[config.mk]
export PLATFORM = sky130hd
export DESIGN_NAME = avalon_ram_test_master
export DESIGN_NICKNAME = d
export VERILOG_FILES = /design/src/rtl/avalon_ram_test_master.sv
export SDC_FILE = /design/constraint.sdc
export NUM_CORES = 1
export LEC_CHECK = 0
export ABC_AREA = 1
export BUFFER_PORTS_ARGS = -buffer_cell sky130_fd_sc_hd__buf_2
export CORE_MARGIN = 2
export CORE_UTILIZATION = 53
export CTS_CLUSTER_DIAMETER = 30
export DETAILED_ROUTE_END_ITERATION = 16
export PLACE_DENSITY = 0.81
export SYNTH_ARGS = -nofsm -noshare
export SYNTH_HDL_FRONTEND = slang
export SYNTH_SLANG_ARGS = --single-unit
[constraint.sdc]
create_clock -name clk -period 2.7 [get_ports clk]
set_clock_uncertainty 0.15 [all_clocks]
set_input_delay 0.81 -clock clk [delete_from_list [all_inputs] [get_ports clk]]
set_output_delay 0.81 -clock clk [all_outputs]
set_load 0.02 [all_outputs]
[src/rtl/avalon_ram_test_master.sv]
`default_nettype none
// avalon_ram_test_master: Avalon-MM master that fills a wrapping word range with seed+i
// or reads it back and records mismatches (count, first failing address and data).
module avalon_ram_test_master #(
  parameter int ADDR_W       = 11,
  parameter int DATA_W       = 32,
  parameter int READ_LATENCY = 1
) (
  input  logic                clk,
  input  logic                reset_n,
  input  logic                start,
  input  logic                mode,
  input  logic [ADDR_W-1:0]   base_addr,
  input  logic [ADDR_W:0]     word_count,
  input  logic [DATA_W-1:0]   seed,
  output logic                busy,
  output logic                done,
  output logic [ADDR_W:0]     error_count,
  output logic [ADDR_W-1:0]   first_err_addr,
  output logic [DATA_W-1:0]   first_err_data,
  output logic [ADDR_W-1:0]   avm_address,
  output logic [DATA_W/8-1:0] avm_byteenable,
  output logic                avm_read,
  output logic                avm_write,
  output logic [DATA_W-1:0]   avm_writedata,
  input  logic                avm_waitrequest,
  input  logic [DATA_W-1:0]   avm_readdata
);

  localparam logic [1:0] LAT_LAST = 2'(READ_LATENCY - 1);

  typedef enum logic [2:0] {
    S_IDLE    = 3'd0,
    S_WRITE   = 3'd1,
    S_RD_REQ  = 3'd2,
    S_RD_WAIT = 3'd3,
    S_FINISH  = 3'd4
  } state_t;

  state_t              state_q, state_d;
  logic [ADDR_W-1:0]   addr_q, addr_d;
  logic [DATA_W-1:0]   data_q, data_d;
  logic [ADDR_W:0]     remain_q, remain_d;
  logic [1:0]          lat_q, lat_d;
  logic [ADDR_W:0]     err_cnt_q, err_cnt_d;
  logic [ADDR_W-1:0]   ferr_addr_q, ferr_addr_d;
  logic [DATA_W-1:0]   ferr_data_q, ferr_data_d;

  always_ff @(posedge clk or negedge reset_n) begin
    if (!reset_n) begin
      state_q     <= S_IDLE;
      addr_q      <= '0;
      data_q      <= '0;
      remain_q    <= '0;
      lat_q       <= '0;
      err_cnt_q   <= '0;
      ferr_addr_q <= '0;
      ferr_data_q <= '0;
    end else begin
      state_q     <= state_d;
      addr_q      <= addr_d;
      data_q      <= data_d;
      remain_q    <= remain_d;
      lat_q       <= lat_d;
      err_cnt_q   <= err_cnt_d;
      ferr_addr_q <= ferr_addr_d;
      ferr_data_q <= ferr_data_d;
    end
  end

  always_comb begin
    state_d     = state_q;
    addr_d      = addr_q;
    data_d      = data_q;
    remain_d    = remain_q;
    lat_d       = lat_q;
    err_cnt_d   = err_cnt_q;
    ferr_addr_d = ferr_addr_q;
    ferr_data_d = ferr_data_q;

    case (state_q)
      S_IDLE: begin
        if (start) begin
          addr_d      = base_addr;
          data_d      = seed;
          remain_d    = word_count;
          lat_d       = '0;
          err_cnt_d   = '0;
          ferr_addr_d = '0;
          ferr_data_d = '0;
          if (word_count == '0) state_d = S_FINISH;
          else if (mode)        state_d = S_RD_REQ;
          else                  state_d = S_WRITE;
        end
      end

      S_WRITE: begin
        if (!avm_waitrequest) begin
          addr_d   = addr_q + ADDR_W'(1);
          data_d   = data_q + DATA_W'(1);
          remain_d = remain_q - (ADDR_W+1)'(1);
          if (remain_q == (ADDR_W+1)'(1)) state_d = S_FINISH;
        end
      end

      S_RD_REQ: begin
        if (!avm_waitrequest) begin
          lat_d   = '0;
          state_d = S_RD_WAIT;
        end
      end

      S_RD_WAIT: begin
        if (lat_q == LAT_LAST) begin
          // The first mismatch is recognised by the count still being zero.
          if (avm_readdata != data_q) begin
            if (err_cnt_q == '0) begin
              ferr_addr_d = addr_q;
              ferr_data_d = avm_readdata;
            end
            if (err_cnt_q != '1) err_cnt_d = err_cnt_q + (ADDR_W+1)'(1);
          end
          addr_d   = addr_q + ADDR_W'(1);
          data_d   = data_q + DATA_W'(1);
          remain_d = remain_q - (ADDR_W+1)'(1);
          state_d  = (remain_q == (ADDR_W+1)'(1)) ? S_FINISH : S_RD_REQ;
        end else begin
          lat_d = lat_q + 2'(1);
        end
      end

      S_FINISH: state_d = S_IDLE;

      default: state_d = S_IDLE;
    endcase
  end

  assign busy           = (state_q == S_WRITE) || (state_q == S_RD_REQ) || (state_q == S_RD_WAIT);
  assign done           = (state_q == S_FINISH);
  assign avm_write      = (state_q == S_WRITE);
  assign avm_read       = (state_q == S_RD_REQ);
  assign avm_byteenable = (avm_read || avm_write) ? '1 : '0;
  assign avm_address    = addr_q;
  assign avm_writedata  = data_q;
  assign error_count    = err_cnt_q;
  assign first_err_addr = ferr_addr_q;
  assign first_err_data = ferr_data_q;

endmodule
`default_nettype wire

==> results of run 1 <==
==> power groups by stage <==
stage | sequential, uW | clock [uW] | combinational, uW
after global routing | 3310 | 2370 | 6780
after detailed placement | 3220 | 0 | 6040
after global placement | 3200 | 0 | 5910
after floorplan | 3700 | 0 | 3780
after CTS | 3210 | 2280 | 6090
final | 3220 | 2260 | 6110
==> through the flow <==
step	setup slack, ns	area (sq um)	instances
after floorplan	0.234	7220	1041
after global placement	0.126	8370	1385
after detailed placement	0.0351	8370	1385
after CTS	0.121	8950	1417
after global routing	0.119	8950	1417
final	0.236	8950	1417
==> cell usage after synthesis, types with 7 or more instances <==
master,n
nand2_1,303
nor2_1,122
dfrtp_1,115
inv_1,102
o21ai_0,72
nand3_1,46
o21ai_1,44
xor2_1,29
a21oi_1,28
nand4_1,23
nor3_1,23
buf_2,22
o22ai_1,19
clkbuf_1,16
a31oi_1,9
ha_1,7
==> layer usage <==
metal / up-vias / track usage (%) / part of all wire, %
met1: 3595 / 40.5 / 43
li1: 3755 / - / -
met5: - / 0 / 0.060
met4: 2 / 11.6 / 2.3
met2: 363 / 48.6 / 46
met3: 51 / 6.42 / 8.0
==> layout by cell type (no fill, tap or decap), drive strengths merged <==
cell      Yosys  final
ha            7      7
o21ai       116    116
nand4        23     23
clkbuf       17     20
clkinvlp      0      1
dfrtp       115    115
and2          1      1
and3          1      1
o211ai        5      5
nand3b        3      3
o21a          1      1
bufinv        0      3
xnor2         6      6
nor3b         2      2
clkinv        0      8
nor4          3      3
a22oi         5      5
inv         107    107
xor2         29     29
or2           7      7
a31oi         9      9
o2111ai       1      1
o31ai         1      1
buf          32    217
a21oi        29     29
o22ai        19     19
nor2        124    124
nand3        47     47
nor3         25     25
nand2       306    306
==> layout make-up <==
cell class,count,share of cell area [%]
clock buffer,20,4.99
clock inverter,12,1.54
inverter,107,4.49
multi-input combinational,770,41.3
sequential,115,32.1
tap,176,2.46
timing repair buffer,217,13.1
==> registers in the layout, indices dropped and copies added (netlist names) <==
signal          cells
first_err_data     32
remain_q           12
state_q             3
first_err_addr     11
error_count        12
avm_address        11
avm_writedata      32
lat_q               2
==> path summary, 6_finish.rpt <==
path                                            to  slack, ns
worst min register to register  first_err_data[17]       0.33
max in group asynchronous           avm_address[2]       1.64
worst max-delay path             avm_byteenable[2]       0.24
min in group clk                first_err_data[17]       0.33
worst max register to register  first_err_data[15]       0.30
worst min-delay path             first_err_data[6]       0.07
==> logic make-up (layout without fill, tap and decap cells) <==
kind of cell	count (synthesis)	count (layout)	synth area share, %
xor gates and xnor gates	35	35	4.24
and+or+nand+nor	542	542	31.6
AOI/OAI and AO/OA	186	186	13.9
buffers and inverters	156	356	9.23
DFF	115	115	39.8
adders and majority gates	7	7	1.21
==> critical path, stage by stage, from the launching register on <==
cell     delay (ns)
dfrtp_1        0.42
inv_2          0.12
nand2_4        0.09
o21ai_1        0.23
buf_2          0.22
==> repair_timing <==
action	in CTS	in global routing
endpoints found under the setup margin	0	4
resized for setup	0	1
buffers inserted	0	0
hold endpoints to repair	0	0
hold buffers	0	0
==> run_results.csv, run 1 <==
group,metric,value,unit
run_status,outcome,"finished, final reports clean",
finish,multi_input_area,3690,sq um
worst_setup_path,reg2reg_from,"state_q[2]",
power,switchingPower,5710,uW
yosys,async_flop_share,100,%
route,drt_wl_total,21600,microns
grt,grt_start_max_net_pins,60,
route,drcViolationCount,0,
clocking,clkLatencyLatePin,0.43,ns
yosys,synth.distinct_cells,41,
yosys,syn-num-nets,1140,
timing,timing.final.max_slew_violations,0,
power,power_frac_seq,27.8,%
yosys,syn_inst,1041,
clocking,cts_max_path_buffers,2,
placement,port_buffers,197,
worst_hold_path,holdCritPathClass,"primary input to asynchronous set/reset pin",
timing,hold_violations,0,
worst_setup_path,worstPathRequired,1.74,ns
power,vdd_ir_drop_max,0.692,mV
yosys,ys.flop_type,"dfrtp_1",
route,drt_iter0_drc,644,
power,p_comb_share,52.7,%
power,p_sw_share,49.3,%
finish,utilization,67.3,%
floorplan,die_area,14600,sq um
finish,seq_area,2880,sq um
timing,final.min_clock_period,2.46,ns
power,p_per_area,1290,nW/um^2
route,via_per_inst,5.48,
timing,whs,0.0738,ns
timing,setup_violations,0,
yosys,yosys.area.top_type,"dfrtp_1",
clocking,h-tree-depth,4,
grt,grt_overflow,0,
timing,finalCritPeriodShare,91.3,%
floorplan,die_w,121,microns
timing,max_freq,0.406,GHz
yosys,synth_area,7220,sq um
worst_setup_path,crit_start,"state_q[2]",
placement,dpl.hpwl,15500,microns
power,power,11600,uW
timing,grt_setup_unrepaired,"no",
timing,slew_headroom,47.0,%
worst_setup_path,critPathMaxFanout,5,
yosys,synth_seq_cells,115,
floorplan,die_h,121,microns
grt,antenna_found_initial,1,
worst_setup_path,ff2ff_path_depth,11,
route,wl_per_cell,15.2,microns
finish,nFillCells,1191,
worst_setup_path,startpoint_type,"flop",
worst_setup_path,critical_path_class,"flop to output pin",
yosys,syn_area_per_cell,6.94,sq um
run,cap_violations,0,
finish,drive_above_1_share,21.7,%
route,drt_pass1_iterations,7,
clocking,cts_tree,"yes",
floorplan,ios,198,
finish,final_nets,1327,
placement,place_congestion,0.922,
worst_setup_path,critical_path_arrival,1.50,ns
grt,grt_pass1_wl,34900,microns
yosys,ys_seq_area_share,39.8,%
clocking,cts_buffers,17,
power,leakage,0.00462,uW
worst_setup_path,endpoint_kind,"output pin",
timing,tns,0,ns
power,internal_power,5880,uW
clocking,cts.sinks,115,
timing,worst_pin_slew,0.792,ns
floorplan,row_count,42,
finish,synthToLayoutAreaGrowth,23.9,%
route,vias,7766,
clocking,cts_root_buf,"clkbuf_16",
route,ant_nets,0,
yosys,yosysWarnings,0,
yosys,yosys.area.top_type_share,39.8,%
grt,track_usage,30.4,%
floorplan,core_area,13300,sq um
finish,antenna_cells,0,
clocking,path_clk_slew,0.05,ns
yosys,yosys-top-cells-area,"dfrtp_1, nand2_1, nor2_1",
floorplan,start_util,54.3,%
yosys,synth_edf_count,0,
power,power.share.clock,19.5,%
grt,grt_pass1_vias,7270,
No activity file was read; power rests on OpenSTA's default activity.
==> run 2: changes to the inputs <==
Settings changed: CORE_UTILIZATION 53 to 58, PLACE_DENSITY 0.81 to 0.87, SKIP_LAST_GASP set to 1.
Clock period 2.7 ns to 3 ns, I/O delays scaled along.
==> run_results.csv, run 2 (synthesized netlist as in run 1, its figures left out) <==
group,metric,value,unit
run_status,outcome,"finished, final reports clean",
timing,slew_headroom,47.0,%
power,leakage,0.00462,uW
timing,hold_violations,0,
power,vdd_ir_drop_max,0.688,mV
route,drcViolationCount,0,
timing,grt_setup_unrepaired,"no",
worst_hold_path,holdCritPathClass,"flop to flop",
clocking,cts_buffers,17,
timing,timing.final.max_slew_violations,0,
timing,worst_pin_slew,0.791,ns
floorplan,start_util,59.9,%
clocking,h-tree-depth,4,
floorplan,die_h,116,microns
grt,antenna_found_initial,1,
clocking,cts_max_path_buffers,2,
floorplan,row_count,40,
run,cap_violations,0,
finish,final_common_cell,"nand2_1",
clocking,path_clk_slew,0.05,ns
placement,dpl.hpwl,14600,microns
timing,max_freq,0.384,GHz
clocking,clkLatencyLatePin,0.42,ns
worst_setup_path,critical_path_arrival,1.55,ns
clocking,post_cts_buffers,0,
route,drt_pass1_iterations,7,
floorplan,ios,198,
finish,final_nets,1323,
finish,final_cell_mix,"nand2_1, buf_2, nor2_1",
placement,dp_cells,1373,
route,ant_nets,0,
finish,drive_above_1_share,21.5,%
finish,nFillCells,955,
route,via_per_inst,5.53,
finish,multi_input_area,3690,sq um
timing,whs,0.331,ns
floorplan,die_w,116,microns
finish,utilization,74.2,%
floorplan,core_area,12100,sq um
timing,finalCritPeriodShare,86.7,%
route,drt_wl_total,20900,microns
grt,grt_start_max_net_pins,116,
worst_setup_path,critical_path_class,"flop to output pin",
finish,seq_area,2880,sq um
clocking,cts_tree,"yes",
finish,stdcell_count,1406,
placement,port_buffers,197,
grt,grt_pass1_vias,6970,
route,wl_per_cell,14.9,microns
floorplan,die_area,13400,sq um
grt,grt_pass1_wl,34100,microns
route,vias,7781,
timing,final.min_clock_period,2.60,ns
clocking,cts_root_buf,"clkbuf_16",
clocking,cts.sinks,115,
worst_setup_path,critPathMaxFanout,5,
worst_setup_path,startpoint_type,"flop",
finish,final_area,8950,sq um
grt,track_usage,32.5,%
timing,tns,0,ns
power,p_per_area,1170,nW/um^2
clocking,cts_resized,0,
worst_setup_path,endpoint_kind,"output pin",
grt,grt_overflow,0,
route,drt_iter0_drc,948,
finish,synthToLayoutAreaGrowth,23.8,%
timing,setup_violations,0,
worst_setup_path,worstPathRequired,1.95,ns
placement,place_congestion,0.988,
placement,dpl_cell_area,8320,sq um
clocking,postCtsHoldBufs,0,
-- run 2: final timing paths --
kind | from | cells after the start | slack [ns] | endpoint
worst min-delay path | first_err_data[21] | 2 | 0.33 | first_err_data[21]
worst min register to register | first_err_data[21] | 2 | 0.33 | first_err_data[21]
worst max register to register | state_q[2] | 11 | 0.57 | avm_writedata[17]
min in group asynchronous | reset_n | 2 | 0.40 | avm_writedata[9]
max in group asynchronous | reset_n | 2 | 1.82 | avm_address[0]
worst max-delay path | state_q[2] | 4 | 0.40 | avm_byteenable[3]
-- run 2: layout make-up --
type	instances	area share [%]
multi-input combinational	770	41.2
sequential	115	32.2
timing repair buffer	213	12.8
clock buffer	23	5.57
inverter	107	4.49
tap	168	2.35
clock inverter	9	1.40
antenna	1	0.0280
-- run 2: critical path: stages, from the launching register on --
cell and delay (ns):
dfrtp_1 0.42, inv_2 0.11, nand2_4 0.10, o21ai_0 0.28
buf_2 0.23
-- run 2: through the flow --
stage	total power, uW	setup slack (ns)
floorplan	6720	0.444
global placement	8110	0.289
detailed placement	8230	0.244
CTS	10400	0.385
global route	11300	0.284
finish	10500	0.399
-- run 2: routing by layer --
metal | vias to the layer above | part of all wire (%) | GRT usage [%]
met3 | 52 | 9.1 | 6.07
met4 | 0 | 2.7 | 12.9
met1 | 3563 | 43 | 45.9
li1 | 3746 | - | -
met5 | - | 0 | 0
met2 | 420 | 46 | 49.7
-- run 2: power breakdown --
group	internal [uW]	total (uW)	switching [uW]
combinational	1760	5460	3710
sequential	2200	2900	704
clock	1410	2120	709
==> run 3: changes to the inputs <==
Settings changed: PLACE_DENSITY 0.87 to 0.95.
==> run_results.csv, run 3 (synthesized netlist as in run 1, its figures left out) <==
group,metric,value,unit
clocking,h-tree-depth,4,
grt,grt_overflow,0,
floorplan,die_h,116,microns
floorplan,core_area,12100,sq um
power,p_per_area,1150,nW/um^2
route,wl_per_cell,15.4,microns
timing,timing.final.max_slew_violations,0,
clocking,cts_max_path_buffers,2,
worst_setup_path,endpoint_kind,"output pin",
clocking,post_cts_buffers,0,
grt,grt.met2_usage,53.5,%
timing,setup_violations,0,
grt,met3_usage,7.27,%
worst_setup_path,reg2reg_from,"state_q[2]",
clocking,cts_root_buf,"clkbuf_16",
timing,worst_pin_slew,0.911,ns
timing,tns,0,ns
worst_hold_path,holdCritPathClass,"primary input to asynchronous set/reset pin",
grt,grt_pass1_vias,7286,
timing,whs,0.225,ns
worst_setup_path,critPathMaxStageDelay,0.42,ns
worst_setup_path,crit_slowest_cell,"dfrtp_1",
finish,drive_above_1_share,21.2,%
placement,place_congestion,0.923,
clocking,cts_resized,0,
clocking,path_clk_slew,0.05,ns
grt,track_usage,33.0,%
finish,synthToLayoutAreaGrowth,22.6,%
clocking,clkLatencyLatePin,0.41,ns
worst_setup_path,crit_buf_inv,2,
worst_setup_path,startpoint_type,"flop",
route,drt_wl_total,21600,microns
finish,nFillCells,913,
finish,final_nets,1324,
floorplan,start_util,59.9,%
timing,max_freq,0.377,GHz
worst_setup_path,r2r_slack,0.56,ns
run_status,outcome,"finished, final reports clean",
timing,grt_setup_unrepaired,"no",
finish,final_cell_mix,"nand2_1, buf_2, nor2_1",
grt,met1_usage,43.0,%
run,cap_violations,0,
power,leakage,0.00458,uW
floorplan,row_count,40,
clocking,cts.sinks,115,
placement,dpl.hpwl,15600,microns
worst_setup_path,critical_path_arrival,1.61,ns
grt,grt_pass1_wl,34900,microns
worst_setup_path,crit_chain,"inv_2 -> nand2_4 -> o21ai_0 -> buf_2",
floorplan,ios,198,
timing,finalCritPeriodShare,88.5,%
worst_setup_path,worstPathRequired,1.95,ns
timing,hold_violations,0,
clocking,cts_tree,"yes",
route,via_per_inst,5.65,
worst_setup_path,critical_path_depth,4,
floorplan,die_area,13400,sq um
worst_setup_path,critPathMaxFanout,5,
route,ant_nets,0,
floorplan,die_w,116,microns
worst_setup_path,r2r_end,"avm_address[2]",
grt,grt_start_max_net_pins,64,
timing,final.min_clock_period,2.66,ns
route,drcViolationCount,0,
finish,final_common_cell,"nand2_1",
route,drt_iter0_drc,727,
worst_setup_path,path_delay_family,"flip-flops",
worst_setup_path,ff2ff_path_depth,11,
placement,port_buffers,197,
route,drt_pass1_iterations,5,
clocking,postCtsHoldBufs,0,
grt,antenna_found_initial,3,
route,vias,7937,
clocking,cts_buffers,17,
timing,slew_headroom,39.1,%
grt,grt_busiest_layer,"met2",
power,vdd_ir_drop_max,0.659,mV
worst_setup_path,critical_path_class,"flop to output pin",
## run 3: cell types whose count changed in the layout (fill, tap and decap cells not counted)
cell        previous run  this run
clkbuf_1               1         4
buf_4                 14        16
clkinv_2               4         5
buf_12                 3         2
clkinvlp_4             2         0
bufinv_16              3         1
clkbuf_8               5         3
## run 3: worst reg2reg max path: stages (launching register included)
cell and delay [ns]:
dfrtp_1 0.42, inv_2 0.12, nand2_4 0.10, inv_2 0.06
nand2_1 0.04, buf_4 0.19, nand2_2 0.31, o21ai_2 0.11
inv_2 0.07, buf_4 0.39, o21ai_0 0.20, a22oi_1 0.19
## run 3: how the worst max path moves through the flow
| stage | startpoint | to | slack (ns) |
|---|---|---|---|
| after CTS | state_q[2] | avm_byteenable[3] | 0.34 |
| final | state_q[2] | avm_byteenable[3] | 0.34 |
| after global routing | state_q[2] | avm_byteenable[0] | 0.24 |
| after floorplan | state_q[2] | avm_byteenable[1] | 0.44 |
| after detailed placement | avm_readdata[3] | error_count[2] | 0.21 |
| after global placement | avm_readdata[3] | error_count[10] | 0.31 |
## run 3: final cells by class
cell class              instances  area (sq um)  share of cell area (%)
diodes                          1          2.50                  0.0283
clock inverters                 6          55.1                   0.622
clock buffers                  24           482                    5.44
multi-input cells             770          3690                    41.6
well taps                     168           210                    2.37
flip-flops and latches        115          2880                    32.5
repair buffers                214          1140                    12.9
inverters                     107           402                    4.54
## run 3: report_power, final
part / switching, uW / internal (uW) / total, uW / leakage [uW]
sequential: 705 / 2200 / 2900 / 0.00148
clock: 682 / 1190 / 1870 / 0.000269
combinational: 3700 / 1730 / 5430 / 0.00284
total: 5090 / 5110 / 10200 / 0.00458
## run 3: metrics by stage
step	util [%]	total power, uW	std cells	worst slack, ns	cell area (sq um)
after floorplan	-	6720	1041	0.444	7220
after global placement	69.0	8040	1374	0.313	8320
after detailed placement	69.0	8230	1374	0.215	8320
after CTS	73.4	10100	1404	0.336	8850
after global routing	73.4	11000	1404	0.237	8850
final	73.4	10200	1405	0.344	8860
## run 3: layer usage
metal,wire (microns),vias up
li1,-,3741
met1,8730,3682
met2,10200,453
met3,2080,57
met4,613,4
met5,24,-
